## config.mk

```make
export PLATFORM = sky130hd
export DESIGN_NAME = lcd_bus_arbiter
export DESIGN_NICKNAME = d
export VERILOG_FILES = /design/src/rtl/lcd_bus_arbiter.sv
export SDC_FILE = /design/constraint.sdc
export NUM_CORES = 1
export LEC_CHECK = 0
export ABC_AREA = 0
export CAP_MARGIN = 30
export CORE_MARGIN = 1
export CORE_UTILIZATION = 52
export DETAILED_ROUTE_END_ITERATION = 7
export PLACE_DENSITY = 0.86
export SLEW_MARGIN = 20
export SYNTH_ARGS = -nofsm -noshare
export SYNTH_HDL_FRONTEND = slang
export SYNTH_SLANG_ARGS = --single-unit
```

## constraint.sdc

```tcl
create_clock -name iCLK -period 2.67 [get_ports iCLK]
set_input_delay 0.267 -clock iCLK [delete_from_list [all_inputs] [get_ports iCLK]]
set_output_delay 0.267 -clock iCLK [all_outputs]
set_load 0.01 [all_outputs]
```

## src/rtl/lcd_bus_arbiter.sv

```systemverilog
// Two-requester arbiter for a 16x2 character-LCD write bus.
// Round-robin grant, latches the winner's RS/DATA and drives the full
// setup / EN pulse / hold / execution-wait cycle. Write-only: LCD_RW is 0.
// Optional power-up init sequence guarded by macro LCD_INIT_SEQ_EN.
module lcd_bus_arbiter #(
    parameter int unsigned T_SETUP = 2,
    parameter int unsigned T_EN    = 16,
    parameter int unsigned T_HOLD  = 2,
    parameter int unsigned T_EXEC  = 2000,
    parameter int unsigned T_LONG  = 82000,
    parameter int unsigned CNT_W   = 20
) (
    input  logic       iCLK,
    input  logic       iRST,
    input  logic [1:0] iREQ,
    input  logic       iRS0,
    input  logic [7:0] iDATA0,
    input  logic       iRS1,
    input  logic [7:0] iDATA1,
    output logic [1:0] oACK,
    output logic       oBUSY,
    output logic [7:0] LCD_DATA,
    output logic       LCD_RW,
    output logic       LCD_EN,
    output logic       LCD_RS
);

    typedef enum logic [2:0] {
        StIdle,
        StSetup,
        StEnHi,
        StHold,
        StWait,
        StInit
    } state_t;

    state_t           state_q;
    logic [CNT_W-1:0] cnt_q;
    logic             rr_last_q;

    logic             grant_vld;
    logic             grant_id;
    logic             is_long;

`ifdef LCD_INIT_SEQ_EN
    localparam int unsigned T_INIT = 750000;

    logic       init_active_q;
    logic [1:0] init_idx_q;

    // Power-up command list: function set, display on, clear, entry mode.
    function automatic logic [7:0] init_cmd(input logic [1:0] idx);
        unique case (idx)
            2'd0:    init_cmd = 8'h38;
            2'd1:    init_cmd = 8'h0C;
            2'd2:    init_cmd = 8'h01;
            default: init_cmd = 8'h06;
        endcase
    endfunction
`endif

    assign LCD_RW = 1'b0;

    // Round-robin pick: a lone request wins, a tie goes to the one not served last.
    always_comb begin
        grant_vld = |iREQ;
        if (iREQ == 2'b11) begin
            grant_id = ~rr_last_q;
        end else begin
            grant_id = iREQ[1];
        end
    end

    // Clear and Home commands need the long execution wait.
    always_comb begin
        is_long = ~LCD_RS && ((LCD_DATA == 8'h01) || (LCD_DATA == 8'h02) ||
                              (LCD_DATA == 8'h03));
    end

    // Bus-cycle FSM with registered pin and handshake outputs.
    always_ff @(posedge iCLK) begin
        if (iRST) begin
            oACK      <= 2'b00;
            LCD_EN    <= 1'b0;
            LCD_RS    <= 1'b0;
            LCD_DATA  <= 8'h00;
            rr_last_q <= 1'b1;
`ifdef LCD_INIT_SEQ_EN
            state_q       <= StInit;
            oBUSY         <= 1'b1;
            cnt_q         <= CNT_W'(T_INIT - 1);
            init_active_q <= 1'b1;
            init_idx_q    <= 2'd0;
`else
            state_q <= StIdle;
            oBUSY   <= 1'b0;
            cnt_q   <= '0;
`endif
        end else begin
            oACK <= 2'b00;
            case (state_q)
                StIdle: begin
                    if (grant_vld) begin
                        LCD_RS    <= grant_id ? iRS1 : iRS0;
                        LCD_DATA  <= grant_id ? iDATA1 : iDATA0;
                        oACK      <= grant_id ? 2'b10 : 2'b01;
                        rr_last_q <= grant_id;
                        cnt_q     <= CNT_W'(T_SETUP - 1);
                        oBUSY     <= 1'b1;
                        state_q   <= StSetup;
                    end
                end
                StSetup: begin
                    if (cnt_q == '0) begin
                        LCD_EN  <= 1'b1;
                        cnt_q   <= CNT_W'(T_EN - 1);
                        state_q <= StEnHi;
                    end else begin
                        cnt_q <= cnt_q - 1'b1;
                    end
                end
                StEnHi: begin
                    if (cnt_q == '0) begin
                        LCD_EN  <= 1'b0;
                        cnt_q   <= CNT_W'(T_HOLD - 1);
                        state_q <= StHold;
                    end else begin
                        cnt_q <= cnt_q - 1'b1;
                    end
                end
                StHold: begin
                    if (cnt_q == '0) begin
                        cnt_q   <= is_long ? CNT_W'(T_LONG - 1) : CNT_W'(T_EXEC - 1);
                        state_q <= StWait;
                    end else begin
                        cnt_q <= cnt_q - 1'b1;
                    end
                end
                StWait: begin
                    if (cnt_q == '0) begin
`ifdef LCD_INIT_SEQ_EN
                        if (init_active_q && (init_idx_q != 2'd3)) begin
                            // Chain straight into the next init command.
                            init_idx_q <= init_idx_q + 2'd1;
                            LCD_DATA   <= init_cmd(init_idx_q + 2'd1);
                            cnt_q      <= CNT_W'(T_SETUP - 1);
                            state_q    <= StSetup;
                        end else begin
                            init_active_q <= 1'b0;
                            oBUSY         <= 1'b0;
                            state_q       <= StIdle;
                        end
`else
                        oBUSY   <= 1'b0;
                        state_q <= StIdle;
`endif
                    end else begin
                        cnt_q <= cnt_q - 1'b1;
                    end
                end
`ifdef LCD_INIT_SEQ_EN
                StInit: begin
                    if (cnt_q == '0) begin
                        LCD_RS   <= 1'b0;
                        LCD_DATA <= init_cmd(2'd0);
                        cnt_q    <= CNT_W'(T_SETUP - 1);
                        state_q  <= StSetup;
                    end else begin
                        cnt_q <= cnt_q - 1'b1;
                    end
                end
`endif
                default: begin
                    LCD_EN  <= 1'b0;
                    oBUSY   <= 1'b0;
                    state_q <= StIdle;
                end
            endcase
        end
    end

endmodule

```

==> results of run 1 <==
-- flip-flops by register name, summed over array words and instances (netlist names) --
register	flops
LCD_DATA	8
LCD_EN	1
cnt_q	20
oBUSY	1
state_q	3
LCD_RS	1
oACK	2
rr_last_q	1
-- worst max-delay path: stages, from the launching register on --
cell and delay (ps):
dfxtp_1 360, inv_1 110, ha_1 150, or4b_1 470
or3_1 430, or3_1 370, o221a_1 260, o32ai_2 190
-- metrics by stage --
step | std cells | setup WS (ps) | util (%)
after floorplan | 291 | 310.2 | -
after global placement | 373 | 311.6 | 64.66
after detailed placement | 374 | 280.6 | 64.83
after CTS | 382 | 248.2 | 67.16
after global routing | 382 | 172.0 | 67.16
final | 382 | 241.6 | 67.16
-- layout make-up --
| class | instances | share of cell area (%) |
|---|---|---|
| Sequential cell | 37 | 25.33 |
| Multi-Input combinational cell | 219 | 50.66 |
| Timing Repair Buffer | 54 | 16.77 |
| Clock buffer | 7 | 3.295 |
| Clock inverter | 1 | 0.1712 |
| Inverter | 12 | 1.540 |
| Tap cell | 52 | 2.225 |
-- kinds of logic (layout without fill, tap and decap cells) --
group / count (synthesis) / count (layout) / synth area share, %
AOI/OAI and AO/OA: 92 / 92 / 28.30
DFF: 37 / 37 / 31.26
muxes: 13 / 13 / 5.491
and+or+nand+nor: 105 / 105 / 25.08
buffers and inverters: 35 / 74 / 6.441
xor gates and xnor gates: 6 / 6 / 2.218
other: 1 / 1 / 0.1582
adders and majority gates: 2 / 2 / 1.056
-- cells in the final DEF (no fill, tap or decap), types with 6 or more instances in the layout --
| master | n |
|---|---|
| inv_1 | 11 |
| nor4_1 | 10 |
| nor3_1 | 9 |
| nand2_1 | 14 |
| nand3_1 | 12 |
| a31oi_1 | 6 |
| or3_1 | 8 |
| mux2i_1 | 13 |
| nor2_1 | 18 |
| buf_4 | 20 |
| o211ai_1 | 8 |
| a211oi_1 | 13 |
| o31ai_1 | 6 |
| xnor2_1 | 6 |
| dfxtp_1 | 37 |
| clkdlybuf4s50_1 | 34 |
| o21ai_0 | 7 |
| a21oi_1 | 18 |
| clkbuf_8 | 7 |
-- final timing paths --
check / cells after the start / slack (ps) / endpoint
min reg2reg: 2 / 500 / rr_last_q
max reg2reg: 7 / 240 / cnt_q[10]
min: 2 / 500 / rr_last_q
max: 7 / 240 / cnt_q[10]
-- power by group through the flow --
stage	Clock (mW)	Combinational (mW)	Sequential (mW)
6_report	0.435	2.58	0.960
3_5_place_dp	0	2.52	0.965
5_1_grt	0.464	2.80	0.991
3_3_place_gp	0	2.46	0.956
2_1_floorplan	0	1.76	0.911
4_1_cts	0.442	2.54	0.955
-- metal layers --
| layer | share of wire (%) | routed length (microns) |
|---|---|---|
| met4 | 2.6 | 171 |
| met5 | 0 | 0 |
| met1 | 44 | 2848 |
| met3 | 7.6 | 499 |
| met2 | 46 | 3027 |
==> summary.txt, run 1 <==
status -> finished clean
Die Span Y -> 69.51 microns
DP HPWL -> 4742 microns
Setup Viol. Count Final -> 0
number of flops mapped to enable cells by yosys -> 0
Comb power frac -> 64.9%
gr ovfl total -> 0
first drt pass iteration count -> 6
syn nets -> 315
Detailed Route WL -> 6547 microns
post-route cell area -> 0.002924 sq mm
RSZ-0062 raised after global routing -> false
Area Growth Syn to Fin -> 23.39%
drt drc -> 0
sw frac -> 47.13%
cells after synthesis -> 291
input/output buffers -> 34
clock-pin slew on the worst setup and hold paths -> 80 ps
Yosys top cell area share -> 31.26%
total power -> 3.979 mW
ratio of cells with drive above 1 in the final layout -> 13.94%
PostCTS Resize Cnt -> 0
RR Startpoint -> cnt_q[0]
Net Switching -> 1.875 mW
# fillers -> 354
setup TNS -> 0 ps
CP Launch Type -> flop
Antenna Nets Post-Route -> 0
number of global-route vias before repair -> 2340
Pint -> 2.104 mW
fin crit period -> 2428 ps
CP arrival -> 2640 ps
grt met3 use -> 5.814%
area of the multi-input gates -> 0.001481 sq mm
final net count -> 353
starting density of the core -> 54.43%
most frequent cells after synthesis -> 37 x dfxtp_1, 18 x a21oi_1, 18 x clkbuf_1, 18 x nor2_1, 14 x nand2_1
Row Count -> 24
initial DRC count -> 225
met2 global-route usage -> 44.23%
Clock Path Buffers -> 2
area of the die -> 0.004831 sq mm
worst skew pair latency -> 290 ps
top-count cell post-synth -> dfxtp_1
Vias/cell -> 6.657
cell taking the most area after synthesis -> dfxtp_1
Slew Limit Fails -> 0
PwrDens -> 1361 mW/mm^2
Synth async-reset ratio -> 0%
Lkg Pwr -> 1.066 nW
Hold Crit Start -> rr_last_q
ant diodes -> 0
crit share post-route -> 90.95%
Core ar. -> 0.004354 sq mm
sequential share of the synthesized area -> 31.26%
Sequential Power Share -> 24.1%
synthesized cell area -> 0.002370 sq mm
synth unique cells -> 61
Synth Area per Inst -> 8.144 sq um
Final Hold Viols -> 0
YS warnings -> 0
Avg WL per Cell -> 17.14 microns
Synth Flop Type -> dfxtp_1
first-pass GRT wire length -> 10890 microns
CTS tree -> done
number of I/O pins -> 36
Critical Path Source -> cnt_q[0]
worst hold slack -> 500.4 ps
initial antenna violation count -> 0
GRT busiest layer -> met2
clk root buf -> clkbuf_8
worst-margin pin slew -> 614.3 ps
maxcap violations -> 0
Max FO, Critical Path -> 6
largest net degree at the start of global routing -> 24
total CTS buffers -> 5
count of state elements after synthesis -> 37
routing usage on met1 -> 36.14%
Num Clock Sinks -> 37
area post-placement -> 0.002823 sq mm
Synth area leaders -> dfxtp_1 31%, mux2i_1 5.5%, a211oi_1 4.1%
Max-slew headroom -> 59.05%
clk_skew -> 10.27 ps
FF/Latch Area -> 740.7 sq um
setup bufs post-CTS -> 0
Global Route Usage Sum -> 27.85%
Critical Path Sink Type -> flop
clock power share -> 10.9%
Max VDD drop -> 0.5097 mV
maximum clock rate -> 411.8 MHz
Placer Congestion -> 1.027
Setup CP Type -> reg2reg
Hold Path Class -> reg2reg
H-tree depth -> 2
# hold bufs at CTS -> 0
DR vias -> 2543
Critical Path RT -> 2880 ps
DIE WIDTH -> 69.51 microns
Note: power is estimated with default switching activity, not from simulation.
==> inputs of run 2 (changes only) <==
Settings changed: CTS_CLUSTER_SIZE from default to 8, REMOVE_ABC_BUFFERS from default to 1.
==> summary.txt, run 2 (same netlist as run 1, synthesis figures left out) <==
status -> finished clean (unchanged)
gr ovfl total -> 0 (unchanged)
Most flops, register -> cnt_q (unchanged)
RSZ-0062 raised after global routing -> false (unchanged)
# fillers -> 356 (was 354)
PostCTS Resize Cnt -> 0 (unchanged)
Slew Limit Fails -> 0 (unchanged)
Worst path max stage delay -> 470 ps (about the same)
Max-slew headroom -> 62.39% (was 59.05%)
Critical Path Sink Type -> flop (unchanged)
Clock Path Buffers -> 2 (unchanged)
first drt pass iteration count -> 5 (was 6)
Vias/cell -> 6.430 (was 6.657)
number of flip-flops in the largest register -> 20 (unchanged)
area of the multi-input gates -> 0.001481 sq mm (unchanged)
number of global-route vias before repair -> 2342 (was 2340)
initial DRC count -> 192 (was 225)
number of I/O pins -> 36 (unchanged)
maximum clock rate -> 418.1 MHz (was 411.8 MHz)
Sequential Power Share -> 24.8% (was 24.1%)
Die Span Y -> 69.51 microns (unchanged)
Global Route Usage Sum -> 27.89% (was 27.85%)
Placer Congestion -> 0.9315 (was 1.027)
Net Switching -> 1.858 mW (was 1.875 mW)
Detailed Route WL -> 6436 microns (was 6547 microns)
Num Clock Sinks -> 37 (unchanged)
DIE WIDTH -> 69.51 microns (unchanged)
commonest non-fill, non-tap cell in the layout -> dfxtp_1 (unchanged)
met3 WL -> 444 microns (was 499 microns)
initial antenna violation count -> 0 (unchanged)
FF/Latch Area -> 740.7 sq um (unchanged)
biggest regs -> cnt_q x20, LCD_DATA x8, state_q x3 (unchanged)
Buf/Inv on CP -> 3 (was 1)
Area Growth Syn to Fin -> 22.49% (was 23.39%)
maxcap violations -> 0 (unchanged)
CP Launch Type -> flop (unchanged)
Setup Viol. Count Final -> 0 (unchanged)
final net count -> 352 (was 353)
total CTS buffers -> 5 (unchanged)
Pint -> 2.019 mW (was 2.104 mW)
Comb power frac -> 64.7% (was 64.9%)
Setup CP Type -> reg2reg (unchanged)
Hold Path Class -> reg2reg (unchanged)
clk_skew -> 7.630 ps (was 10.27 ps)
Avg WL per Cell -> 16.89 microns (was 17.14 microns)
worst-path cell chain -> inv_1 > ha_1 > or4b_1 > nor3_1 > buf_4 > a21oi_1 > o21ai_1 > buf_4 > a21oi_1 (was inv_1 > ha_1 > or4b_1 > or3_1 > or3_1 > o221a_1 > o32ai_2)
largest net degree at the start of global routing -> 24 (unchanged)
top sig layer -> met4 (unchanged)
drt drc -> 0 (unchanged)
Max FO, Critical Path -> 6 (unchanged)
Row Count -> 24 (unchanged)
crit share post-route -> 89.58% (was 90.95%)
worst skew pair latency -> 300 ps (was 290 ps)
Antenna Nets Post-Route -> 0 (unchanged)
Core ar. -> 0.004354 sq mm (unchanged)
worst-margin pin slew -> 559.0 ps (was 614.3 ps)
delay-heaviest family, CP -> simple AND/OR/NAND/NOR gates (unchanged)
H-tree depth -> 2 (unchanged)
most frequent cells in the layout -> 37 x dfxtp_1, 34 x clkdlybuf4s50_1, 19 x buf_4 (was 37 x dfxtp_1, 34 x clkdlybuf4s50_1, 20 x buf_4)
Layout Utilization -> 66.67% (was 67.16%)
Max VDD drop -> 0.5630 mV (was 0.5097 mV)
CTS tree -> done (unchanged)
# hold bufs at CTS -> 0 (unchanged)
CP arrival -> 2570 ps (was 2640 ps)
setup TNS -> 0 ps (unchanged)
ant diodes -> 0 (unchanged)
slowest CP cell -> or4b_1 (unchanged)
DP HPWL -> 4735 microns (was 4742 microns)
metal2 WL -> 3071 microns (was 3027 microns)
starting density of the core -> 54.43% (unchanged)
sw frac -> 47.92% (was 47.13%)
DR vias -> 2450 (was 2543)
met1 WL -> 2756 microns (was 2848 microns)
fin crit period -> 2392 ps (was 2428 ps)
PwrDens -> 1335 mW/mm^2 (was 1361 mW/mm^2)
Final Hold Viols -> 0 (unchanged)
setup bufs post-CTS -> 0 (unchanged)
area of the die -> 0.004831 sq mm (unchanged)
clock power share -> 10.5% (was 10.9%)
first-pass GRT wire length -> 10860 microns (was 10890 microns)
input/output buffers -> 34 (unchanged)
Critical Path RT -> 2840 ps (was 2880 ps)
ratio of cells with drive above 1 in the final layout -> 13.37% (was 13.94%)
clk root buf -> clkbuf_8 (unchanged)
Lkg Pwr -> 1.044 nW (was 1.066 nW)
clock-pin slew on the worst setup and hold paths -> 80 ps (about the same)
run 2: cell count changes in the layout (fill, tap and decap cells not counted):
cell        before  now
buf_4           20   19
clkbuf_1         0    1
clkbuf_8         7    5
clkinv_2         1    0
clkinvlp_4       0    2
run 2: final timing paths:
kind	cells after the start	from	slack [ps]	to
max	9	cnt_q[0]	280	cnt_q[13]
min	2	cnt_q[18]	500	cnt_q[18]
max reg2reg	9	cnt_q[0]	280	cnt_q[13]
min reg2reg	2	cnt_q[18]	500	cnt_q[18]
run 2: stage by stage:
step | hold slack, ps | area, sq um | cells | power, mW | setup slack, ps
global placement | 455.9 | 2808 | 372 | 3.368 | 322.6
global route | 543.0 | 2903 | 381 | 4.168 | 96.89
finish | 497.5 | 2903 | 381 | 3.876 | 278.2
floorplan | 336.1 | 2262 | 268 | 2.565 | 99.39
detailed placement | 478.2 | 2815 | 373 | 3.410 | 306.4
CTS | 500.7 | 2903 | 381 | 3.822 | 288.6
run 2: power by group through the flow:
stage,registers [mW],clock network (mW),logic [mW]
CTS,0.954,0.407,2.46
finish,0.961,0.405,2.51
floorplan,0.954,0,1.61
global route,0.995,0.431,2.74
detailed placement,0.965,0,2.45
global placement,0.958,0,2.41
run 2: layer usage:
| layer | vias up | GRT usage [%] |
|---|---|---|
| met3 | 16 | 6.541 |
| met4 | 0 | 12.93 |
| met5 | - | 0 |
| met1 | 1127 | 34.03 |
| met2 | 107 | 46.28 |
| li1 | 1200 | - |
run 2: area by class of cell:
class	instances	share of cell area, %
multi-input combinational	219	51.03
sequential	37	25.52
tap	52	2.241
timing repair buffer	53	16.64
inverter	12	1.552
clock buffer	6	2.500
clock inverter	2	0.5172
run 2: worst reg2reg max path, stage by stage, from the launching register on:
cell     delay (ps)
dfxtp_1         370
inv_1           120
ha_1            140
or4b_1          470
nor3_1          250
buf_4           170
a21oi_1         170
o21ai_1         330
buf_4           210
a21oi_1          40
